--- src/rtl/alu_cmd_sequencer.sv ---
// Command front-end for the 4-bit combinational ALU: accepts register-based
// commands, drives registered operands, writes results back and returns them.
module alu_cmd_sequencer #(
    parameter int DW    = 4,
    parameter int OPS_W = 8
) (
    input  logic             clk,
    input  logic             rst_n,
    input  logic             cmd_valid,
    output logic             cmd_ready,
    input  logic [2:0]       cmd_op,
    input  logic [1:0]       cmd_rd,
    input  logic [1:0]       cmd_ra,
    input  logic [1:0]       cmd_rb,
    input  logic             cmd_imm_en,
    input  logic [DW-1:0]    cmd_imm,
    output logic [DW-1:0]    alu_a,
    output logic [DW-1:0]    alu_b,
    output logic [2:0]       alu_op,
    input  logic [DW-1:0]    alu_out,
    output logic             res_valid,
    input  logic             res_ready,
    output logic [DW-1:0]    res_data,
    output logic [1:0]       res_rd,
    output logic             res_zero,
    output logic [OPS_W-1:0] ops_count
);

    typedef enum logic [1:0] {
        IDLE = 2'd0,
        READ = 2'd1,
        EXEC = 2'd2,
        RESP = 2'd3
    } state_t;

    state_t state, state_next;

    logic [DW-1:0] regs [4];

    logic [2:0]    op_q;
    logic [1:0]    rd_q;
    logic [1:0]    ra_q;
    logic [1:0]    rb_q;
    logic          imm_en_q;
    logic [DW-1:0] imm_q;

    logic accept;
    logic res_done;

    assign accept   = (state == IDLE) && cmd_valid && cmd_ready;
    assign res_done = (state == RESP) && res_ready;

    always_comb begin
        // NOTE: default first so every path assigns state_next and no latch is inferred.
        state_next = state;
        case (state)
            IDLE: if (accept)   state_next = READ;
            READ:               state_next = EXEC;
            EXEC:               state_next = RESP;
            RESP: if (res_done) state_next = IDLE;
            default:            state_next = IDLE;
        endcase
    end

    // NOTE: sequential state uses non-blocking assignments so all registers update together.
    always_ff @(posedge clk or negedge rst_n) begin
        if (!rst_n) state <= IDLE;
        else        state <= state_next;
    end

    always_ff @(posedge clk or negedge rst_n) begin
        if (!rst_n) begin
            cmd_ready <= 1'b0;
            op_q      <= '0;
            rd_q      <= '0;
            ra_q      <= '0;
            rb_q      <= '0;
            imm_en_q  <= 1'b0;
            imm_q     <= '0;
            alu_a     <= '0;
            alu_b     <= '0;
            alu_op    <= '0;
            res_valid <= 1'b0;
            res_data  <= '0;
            res_rd    <= '0;
            res_zero  <= 1'b0;
            ops_count <= '0;
        end else begin
            cmd_ready <= (state_next == IDLE);
            if (accept) begin
                op_q     <= cmd_op;
                rd_q     <= cmd_rd;
                ra_q     <= cmd_ra;
                rb_q     <= cmd_rb;
                imm_en_q <= cmd_imm_en;
                imm_q    <= cmd_imm;
            end
            if (state == READ) begin
                alu_a  <= regs[ra_q];
                alu_b  <= imm_en_q ? imm_q : regs[rb_q];
                alu_op <= op_q;
            end
            if (state == EXEC) begin
                res_data  <= alu_out;
                res_rd    <= rd_q;
                res_zero  <= (alu_out == '0);
                res_valid <= 1'b1;
            end
            if (res_done) begin
                res_valid <= 1'b0;
                if (ops_count != '1) ops_count <= ops_count + OPS_W'(1);
            end
        end
    end

    // NOTE: the register file is reset on purpose: an abort must leave it all-zero.
    always_ff @(posedge clk or negedge rst_n) begin
        if (!rst_n) begin
            for (int i = 0; i < 4; i++) regs[i] <= '0;
        end else if (state == EXEC) begin
            regs[rd_q] <= alu_out;
        end
    end

endmodule

--- config.mk ---
export PLATFORM = sky130hd
export DESIGN_NAME = alu_cmd_sequencer
export DESIGN_NICKNAME = d
export VERILOG_FILES = /design/src/rtl/alu_cmd_sequencer.sv
export SDC_FILE = /design/constraint.sdc
export NUM_CORES = 1
export LEC_CHECK = 0
export CELL_PAD_IN_SITES_DETAIL_PLACEMENT = 1
export CELL_PAD_IN_SITES_GLOBAL_PLACEMENT = 1
export CORE_MARGIN = 5
export CORE_UTILIZATION = 38
export CTS_CLUSTER_DIAMETER = 150
export DETAILED_ROUTE_END_ITERATION = 7
export GPL_TIMING_DRIVEN = 0
export PLACE_DENSITY_LB_ADDON = 0.1
export SLEW_MARGIN = 20
export SYNTH_ARGS = -nofsm -noshare
export SYNTH_HDL_FRONTEND = slang
export SYNTH_SLANG_ARGS = --single-unit
export TNS_END_PERCENT = 30
--- constraint.sdc ---
create_clock -name clk -period 3.5 [get_ports clk]
set_input_delay 1.05 -clock clk [delete_from_list [all_inputs] [get_ports clk]]
set_output_delay 1.05 -clock clk [all_outputs]
set_load 0.02 [all_outputs]
==> out/summary.md, run 1 <==
Synthesis
• Most used DFF post-synth: dfrtp_1
• post-synthesis cell count: 188
• cells taking the most area after synthesis: dfrtp_1 57%, mux2_2 15%, mux2_4 4.5%, mux2_1 4.2%, mux4_2 3.4%
• EDFF count, synth: 0
• post-synthesis area per instance: 14.1 um2
• sequential-to-total area share from yosys stat: 0.565
• Yosys reg bits: 60
• Synth Net Count: 211
• Syn Std Cell Area: 0.00266 mm2
• proportion of synthesized flip-flops having asynchronous set or reset: 1.00
• cell type contributing the most total cell area after synthesis: dfrtp_1
• count of yosys warnings during synthesis: 0
• area share of the largest cell type after synthesis: 0.565
• number of distinct library cells after synthesis: 34
• most frequent cells after synthesis: 60 x dfrtp_1, 36 x mux2_2, 10 x mux2_1, 10 x nor2_1, 9 x nand2_1
• library cell with the highest instance count after synthesis: dfrtp_1

STA
• worst path setup slack after routing: 0.992 ns
• Final Hold Fails: 0
• headroom to the max-slew limit: 0.713
• unrepaired setup endpoints after global routing: no
• final number of setup-violating endpoints: 0
• time the worst path needs with I/O delays and setup: 2.51 ns
• Hold WS: 0.475 ns
• Post-Route Skew: 0.00783 ns
• Final period util: 0.717
• Max Slew Vio Count: 0
• peak clock frequency supported by timing: 399 MHz
• actual slew at the worst max-slew pin: 0.428 ns

Critical path
• maximum cell stage delay along the critical path: 0.66 ns
• cell-by-cell listing of the critical path: clkdlybuf4s50_1
• critical path's top delay family: buffers and inverters
• instance count on the critical path: 1
• origin of the critical flop-to-flop path: ops_count[0]
• CP max FO: 8
• arrival time at the worst endpoint: 1.46 ns
• startpoint class of the critical path: flop
• sort of element at the end of the critical path: primary output
• worst path required time: 2.45 ns
• setup slack on the worst flop-to-flop path: 1.61 ns
• Critical R2R Capture: ops_count[1]
• critical path buffer and inverter count: 1
• depth of the most critical reg-to-reg path: 5
• worst-path cell with the longest stage delay: clkdlybuf4s50_1
• origin of the worst setup path: ops_count[2]
• capturing instance or port of the critical path: ops_count[2]
• category of the critical setup timing path: flop to primary output

Power
• Pleak: 1.47 nW
• Peak supply drop: 0.548 mV
• Power, Total: 3.23 mW
• Pwr Density: 930 mW/mm2

Clock network
• number of sinks handled by clock tree synthesis: 60
• Hold-fix buffers, CTS: 0
• Clock transition at path regs: 0.06 ns
• clock buffers created by TritonCTS: 9
• CTS max path bufs: 2
• cell at the root of the clock tree: clkbuf_8
• number of levels the H-tree was split into: 3
• post-cts gate resize count: 0
• clock latency reported for the late side of the worst-skew pair: 0.34 ns
• Setup Fix Bufs, Post-CTS: 0
• CTS tree: yes

Min path
• hold wc startpoint: res_rd[1]
• worst hold-check path type: flop to flop

Global route
• GRT met1 Usage: 0.172
• remaining global-route overflow: 0
• routing layer with the top usage in global route: met2
• GR Layer Usage met2: 0.246
• via count of the first global-routing pass: 1872
• pin count of the biggest net entering global routing: 49
• antenna violations before repair: 0
• global-route wire length before repair: 9.67 mm
• global router's overall resource usage: 0.146
• GR met3 Demand/Resource: 0.0563

Die
• CORE AREA: 0.00679 mm2
• num ports: 50
• Die Outline Area: 0.00876 mm2
• Starting Density: 0.391
• die boundary height: 93.6 um
• die outline width: 93.6 um
• number of cell rows: 30

Layout
• total number of nets in the final design: 272
• antenna fix cells: 0
• fin util: 0.511
• fraction of final layout cells sized beyond drive strength 1: 0.280
• layout overhead on the synthesized area: 30.8%
• fill cell total of the finished layout: 718
• final standard cell area without fillers: 0.00347 mm2

Drt
• via-per-instance ratio: 4.99
• number of antenna-violating nets in the routed design: 0
• Avg WL per Cell: 16.5 um
• # DRC: 0
• first-iteration detailed-routing DRC count: 79
• number of optimization iterations in the first detailed-route pass: 5
• routed wire length: 5.79 mm
• total number of vias: 1745

Place
• Post-Place Setup Slack: 0.954 ns
• # port buffers: 49
• Post-Place Cell Area: 0.00329 mm2
• final RePlAce weighted congestion: 0.780
• sum of net half-perimeters after detailed placement: 4.11 mm

Outcome
• outcome: finished clean

Job
• # Max-Cap Violations: 0

[cell usage in the layout, fill, tap and decap left out, drive strengths merged, types with 2 or more instances in the layout]
cell / instances
a21oi: 5
a222oi: 4
a31oi: 2
and3: 3
and4: 2
buf: 8
clkbuf: 17
clkdlybuf4s50: 48
dfrtp: 60
inv: 2
mux2: 54
mux4: 4
nand2: 9
nand2b: 2
nand3: 3
nand4: 3
nor2: 10
nor2b: 3
o21ai: 3
[logic make-up (layout without fill, tap and decap cells)]
family / count (synthesis) / count (layout) / share of synthesized area
flip-flops: 60 / 60 / 0.565
multiplexers: 58 / 58 / 0.274
buffers and inverters: 10 / 76 / 0.0203
XOR/XNOR: 1 / 1 / 0.00330
AO/OA/AOI/OAI: 17 / 17 / 0.0452
adder cells (fa/ha/maj): 1 / 1 / 0.00471
AND/OR/NAND/NOR: 41 / 41 / 0.0871
[how the worst min path moves through the flow]
stage	slack, ns	cells after the start	end
final	0.47	2	res_rd[1]
after global placement	0.46	2	res_rd[1]
after global routing	0.50	2	res_rd[1]
after floorplan	0.46	1	imm_q[2]
after CTS	0.48	2	res_rd[1]
after detailed placement	0.46	2	res_rd[1]
[where the power goes]
group,internal (mW),total (mW),switching (mW)
Clock,0.315,0.570,0.255
Combinational,0.782,1.36,0.577
Sequential,1.02,1.30,0.280
[layout make-up]
| cell class | instances | area, um2 | share of cell area |
|---|---|---|---|
| Tap cell | 96 | 120 | 0.0346 |
| Inverter | 2 | 7.51 | 0.00216 |
| Clock buffer | 15 | 176 | 0.0508 |
| Sequential cell | 60 | 1500 | 0.432 |
| Multi-Input combinational cell | 118 | 1100 | 0.317 |
| Buffer | 8 | 46.3 | 0.0133 |
| Timing Repair Buffer | 50 | 515 | 0.148 |
| Clock inverter | 1 | 5.00 | 0.00144 |
[per-layer routing]
metal  routed length [um]  up-vias
li1                     -      816
met1                 2480      887
met2                 3030       40
met3                  256        2
met4                   29        0
met5                    0        -
[sequential cells by signal (all words and copies together), names as in the netlist, 3 cells and up]
| signal | count |
|---|---|
| imm_q | 4 |
| res_data | 4 |
| alu_op | 3 |
| alu_b | 4 |
| op_q | 3 |
| alu_a | 4 |
| ops_count | 8 |
| regs | 16 |
[metrics by stage]
step,setup TNS [ns],cells
floorplan,0,188
global placement,-38.75,333
detailed placement,0,334
CTS,0,350
global route,0,350
finish,0,350
(Power assumes the default switching activity.)
==> inputs of run 2 (changes only) <==
- clock period: 3.5 -> 2.2 ns (I/O delays scaled with it)
==> run 2 against run 1 <==
Net effect: die area did not move; clock power grew 59%; via count down 0.11%; clock skew decreased by 0.00058 ns; power grew 59%; critical path depth unchanged; worst hold slack worse by 0.31 ns; first-iteration DRC count is the same; count of clock-buffer cells in the layout unchanged; combinational power increased by 59%; worst setup slack got worse by 0.87 ns; flip-flop and latch count is the same; largest cell class unchanged.
==> out/summary.md, run 2 (synthesis gave the netlist of run 1 again) <==
Outcome
• outcome: finished clean, unchanged

STA
• Final Hold Fails: 0, unchanged
• peak clock frequency supported by timing: 482 MHz
• Max Slew Vio Count: 0, unchanged
• headroom to the max-slew limit: 0.713, about the same
• actual slew at the worst max-slew pin: 0.430 ns, was 0.428 ns
• Final period util: 0.943
• time the worst path needs with I/O delays and setup: 2.07 ns
• sum of negative setup slack: 0 ns, unchanged
• final number of setup-violating endpoints: 0, unchanged
• Post-Route Skew: 0.00725 ns, was 0.00783 ns
• worst path setup slack after routing: 0.125 ns, was 0.992 ns
• unrepaired setup endpoints after global routing: no, unchanged

Global route
• GR met3 Demand/Resource: 0.0563, unchanged
• antenna violations before repair: 0, unchanged
• global-route wire length before repair: 9.67 mm, unchanged
• GR Layer Usage met2: 0.246, unchanged
• global router's overall resource usage: 0.146, unchanged
• pin count of the biggest net entering global routing: 49, unchanged
• GRT met1 Usage: 0.172, unchanged
• via count of the first global-routing pass: 1872, unchanged
• routing layer with the top usage in global route: met2, unchanged
• remaining global-route overflow: 0, unchanged

Min path
• worst hold-check path type: primary input to asynchronous set/reset pin, was flop to flop

Critical path
• startpoint class of the critical path: flop, unchanged
• CP max FO: 7, was 8
• maximum cell stage delay along the critical path: 0.64 ns, was 0.66 ns
• critical path buffer and inverter count: 1, unchanged
• category of the critical setup timing path: flop to primary output, unchanged
• origin of the critical flop-to-flop path: ops_count[0], unchanged
• critical path's top delay family: buffers and inverters, unchanged
• cell-by-cell listing of the critical path: clkdlybuf4s50_1, unchanged
• worst-path cell with the longest stage delay: clkdlybuf4s50_1, unchanged
• sort of element at the end of the critical path: primary output, unchanged
• arrival time at the worst endpoint: 1.41 ns, was 1.46 ns
• worst path required time: 1.54 ns, was 2.45 ns
• origin of the worst setup path: ops_count[4], was ops_count[2]

Layout
• fraction of final layout cells sized beyond drive strength 1: 0.280, unchanged
• final standard cell area without fillers: 0.00348 mm2, was 0.00347 mm2
• register area: 0.00150 mm2, unchanged
• biggest registers after layout: regs x16, ops_count x8, unchanged
• highest-count cells in the layout ignoring fill and taps: 60 x dfrtp_1, 47 x clkdlybuf4s50_1, 36 x mux2_2, 12 x clkbuf_8, was 60 x dfrtp_1, 48 x clkdlybuf4s50_1, 36 x mux2_2, 12 x clkbuf_8
• fill cell total of the finished layout: 717, was 718
• fin util: 0.512, was 0.511
• layout overhead on the synthesized area: 30.9%, was 30.8%
• total number of nets in the final design: 272, unchanged
• flip-flop count of the largest register after layout: 16, unchanged
• antenna fix cells: 0, unchanged
• footprint of the multi-input gates: 0.00110 mm2, unchanged
• most flop-heavy register: regs, unchanged
• most common cell after layout, fill and taps aside: dfrtp_1, unchanged

Drt
• number of antenna-violating nets in the routed design: 0, unchanged
• first-iteration detailed-routing DRC count: 79, unchanged
• Avg WL per Cell: 16.5 um, about the same
• routed wire length: 5.78 mm, was 5.79 mm
• number of optimization iterations in the first detailed-route pass: 5, unchanged
• via-per-instance ratio: 4.98, was 4.99
• total number of vias: 1743, was 1745
• # DRC: 0, unchanged

Clock network
• clock latency reported for the late side of the worst-skew pair: 0.33 ns, was 0.34 ns
• number of sinks handled by clock tree synthesis: 60, unchanged
• Setup Fix Bufs, Post-CTS: 0, unchanged
• clock buffers created by TritonCTS: 9, unchanged
• number of levels the H-tree was split into: 3, unchanged
• CTS max path bufs: 2, unchanged
• CTS tree: yes, unchanged
• cell at the root of the clock tree: clkbuf_8, unchanged
• Clock transition at path regs: 0.06 ns, about the same

Die
• Starting Density: 0.391, unchanged
• die outline width: 93.6 um, unchanged
• die boundary height: 93.6 um, unchanged
• CORE AREA: 0.00679 mm2, unchanged
• number of cell rows: 30, unchanged
• Die Outline Area: 0.00876 mm2, unchanged
• num ports: 50, unchanged

Place
• Post-Place Setup Slack: 0.0443 ns, was 0.954 ns
• Post-Place Cell Area: 0.00329 mm2, unchanged
• sum of net half-perimeters after detailed placement: 4.11 mm, unchanged
• final RePlAce weighted congestion: 0.780, unchanged
• # port buffers: 49, unchanged

Job
• # Max-Cap Violations: 0, unchanged

Power
• Pwr Density: 1480 mW/mm2, was 930 mW/mm2
• Peak supply drop: 0.872 mV, was 0.548 mV
• Pleak: 1.48 nW, was 1.47 nW

==> run 2: where the power goes <==
| part | switching, mW | internal (mW) | total, mW |
|---|---|---|---|
| sequential | 0.444 | 1.63 | 2.07 |
| clock | 0.404 | 0.501 | 0.905 |
| combinational | 0.918 | 1.24 | 2.16 |
==> run 2: stage by stage <==
stage | hold slack [ns] | instances | total power, mW
after detailed placement | 0.464 | 334 | 4.28
after global routing | 0.163 | 350 | 5.49
after global placement | 0.463 | 333 | 4.23
after floorplan | 0.364 | 188 | 3.41
after CTS | 0.160 | 350 | 5.23
final | 0.169 | 350 | 5.14
==> run 2: metal layers <==
metal | share of wire | routed length (um) | vias up
met5 | 0 | 0 | -
li1 | - | - | 817
met1 | 0.43 | 2460 | 886
met3 | 0.044 | 252 | 2
met4 | 0.0050 | 29 | 0
met2 | 0.52 | 3030 | 38
==> run 2: what timing repair did <==
item | in CTS | in global routing
resized for setup | 0 | 1
setup endpoints to repair | 0 | 1
hold buffers | 0 | 0
==> run 2: layout make-up <==
type / count / area share
inverter: 2 / 0.00216
tap: 96 / 0.0346
buffer: 8 / 0.0133
clock buffer: 15 / 0.0508
clock inverter: 1 / 0.00144
timing repair buffer: 50 / 0.149
multi-input combinational: 118 / 0.317
sequential: 60 / 0.432
==> run 2: worst paths after layout <==
kind | to | slack (ns) | cells past startpoint
max in group asynchronous | ra_q[0] | 1.54 | 2
setup / recovery | ops_count[4] | 0.13 | 1
min in group clk | res_rd[1] | 0.47 | 2
hold reg to reg | res_rd[1] | 0.47 | 2
setup reg to reg | ops_count[1] | 0.33 | 5
hold / removal | res_data[2] | 0.17 | 1
==> edit, RTL diff (flow settings as in run 2) <==
The parameter `DW` goes from 4 to 3.
--- a/src/rtl/alu_cmd_sequencer.sv
+++ b/src/rtl/alu_cmd_sequencer.sv
@@ -1,7 +1,7 @@
 // Command front-end for the 4-bit combinational ALU: accepts register-based
 // commands, drives registered operands, writes results back and returns them.
 module alu_cmd_sequencer #(
-    parameter int DW    = 4,
+    parameter int DW    = 3,
     parameter int OPS_W = 8
 ) (
     input  logic             clk,
Ports: changed (5 resized); port bits go from 50 to 45. The function was not compared with the original's and may differ.
==> edit against run 2 <==
Critical path depth did not move; clock skew rose by 0.0014 ns; critical endpoint is now ops_count[3]; final area fell by 17%; die area fell by 13%; sequential cell count fell by 8; wire length fell by 11%; non-clock buffer count fell by 8; worst setup slack improved by 0.020 ns; count of clock-buffer cells in the layout fell by 9; cell count fell by 15%; power fell by 19%; combinational power fell by 16%; highest routed layer unchanged; area after synthesis fell by 15%.
==> edit: results <==
{
  "cts.clk_slew.worst_paths_ns": 0.10,
  "gp_congestion": 0.7077,
  "dp.cells": 291,
  "ys_types": 28,
  "cts_buffers": 5,
  "tightest_slew_ns": 0.6598,
  "p_leak_nw": 1.240,
  "dpl_cell_area_um2": 2800,
  "synthTopCellsByArea": "dfrtp_1 57%, mux2_2 14%, mux2_4 5.3%",
  "post-dp-hpwl_um": 3797,
  "cts.htree.levels": 2,
  "grt_pass1_vias": 1680,
  "firstDrtPassIters": 4,
  "synth_compound_area_frac": 0.03861,
  "yosys.area_share.adder": 0.005516,
  "hold_slack_ns": 0.3737,
  "worstSetupStartpoint": "ops_count[3]",
  "fin_worst_skew_ns": 0.008657,
  "grtUsageTotal": 0.1448,
  "dp_slack_ns": 0.1113,
  "synth_commonest_cells": "52 x dfrtp_1, 29 x mux2_2, 23 x nand2_1",
  "grt_max_degree": 53,
  "first_iter_violations": 74,
  "worst_slack_ns": 0.1450,
  "cpMaxStageDelayCell": "clkdlybuf4s50_1",
  "ctsHoldBuffers": 0,
  "synthesis.instances": 172,
  "crit_end": "ops_count[3]",
  "grt_pass1_wl_um": 8687,
  "status": "complete, no violations",
  "r2r_slack_ns": 0.53,
  "muxShareOfSynthArea": 0.2399,
  "clkLatencyLatePin_ns": 0.30,
  "cp_max_fo": 6,
  "wl_um": 5155,
  "antennaDiodeCount": 0,
  "io_buffers": 44,
  "worstPathArrival_ns": 1.39,
  "nNetsFinal": 244,
  "wl_per_cell_um": 17.24,
  "yosysSeqAreaShare": 0.5736,
  "r2r.worst_path.cells": 4,
  "worstReg2RegEnd": "regs[3]",
  "reg_top3": "regs x12, ops_count x8",
  "drive_gt1_frac": 0.2500,
  "num_vias": 1502,
  "peakVddDrop_mv": 0.5172,
  "synth-xor-area-share": 0.01158,
  "syn-num-nets": 193
}
-- edit: changes by cell type after synthesis, moves of 4 or more --
cell / delta
a222oi_1: -4
mux2_1: -10
mux2_2: -7
nand2_1: +14
dfrtp_1: -8
-- edit: layout make-up --
cell class                      count  area, um2
Fill cell                         631       2953
Sequential cell                    52       1301
Multi-Input combinational cell    114      925.9
Timing Repair Buffer               44      437.9
Tap cell                           75      93.84
Clock buffer                        6      82.58
Buffer                              6      41.29
Clock inverter                      2      15.01
-- edit: power by group --
group | switching, mW | leakage [nW] | internal, mW
registers | 0.369 | 0.637 | 1.40
clock network | 0.320 | 0.0434 | 0.255
logic | 0.814 | 0.560 | 1.01
total | 1.50 | 1.24 | 2.66
-- edit: layer usage --
metal,share of wire,wire (um),global-route usage
met1,0.48,2464,0.2085
met2,0.47,2406,0.2233
met3,0.048,249,0.03217
met4,0.0066,34,0.03347
met5,0,0,0
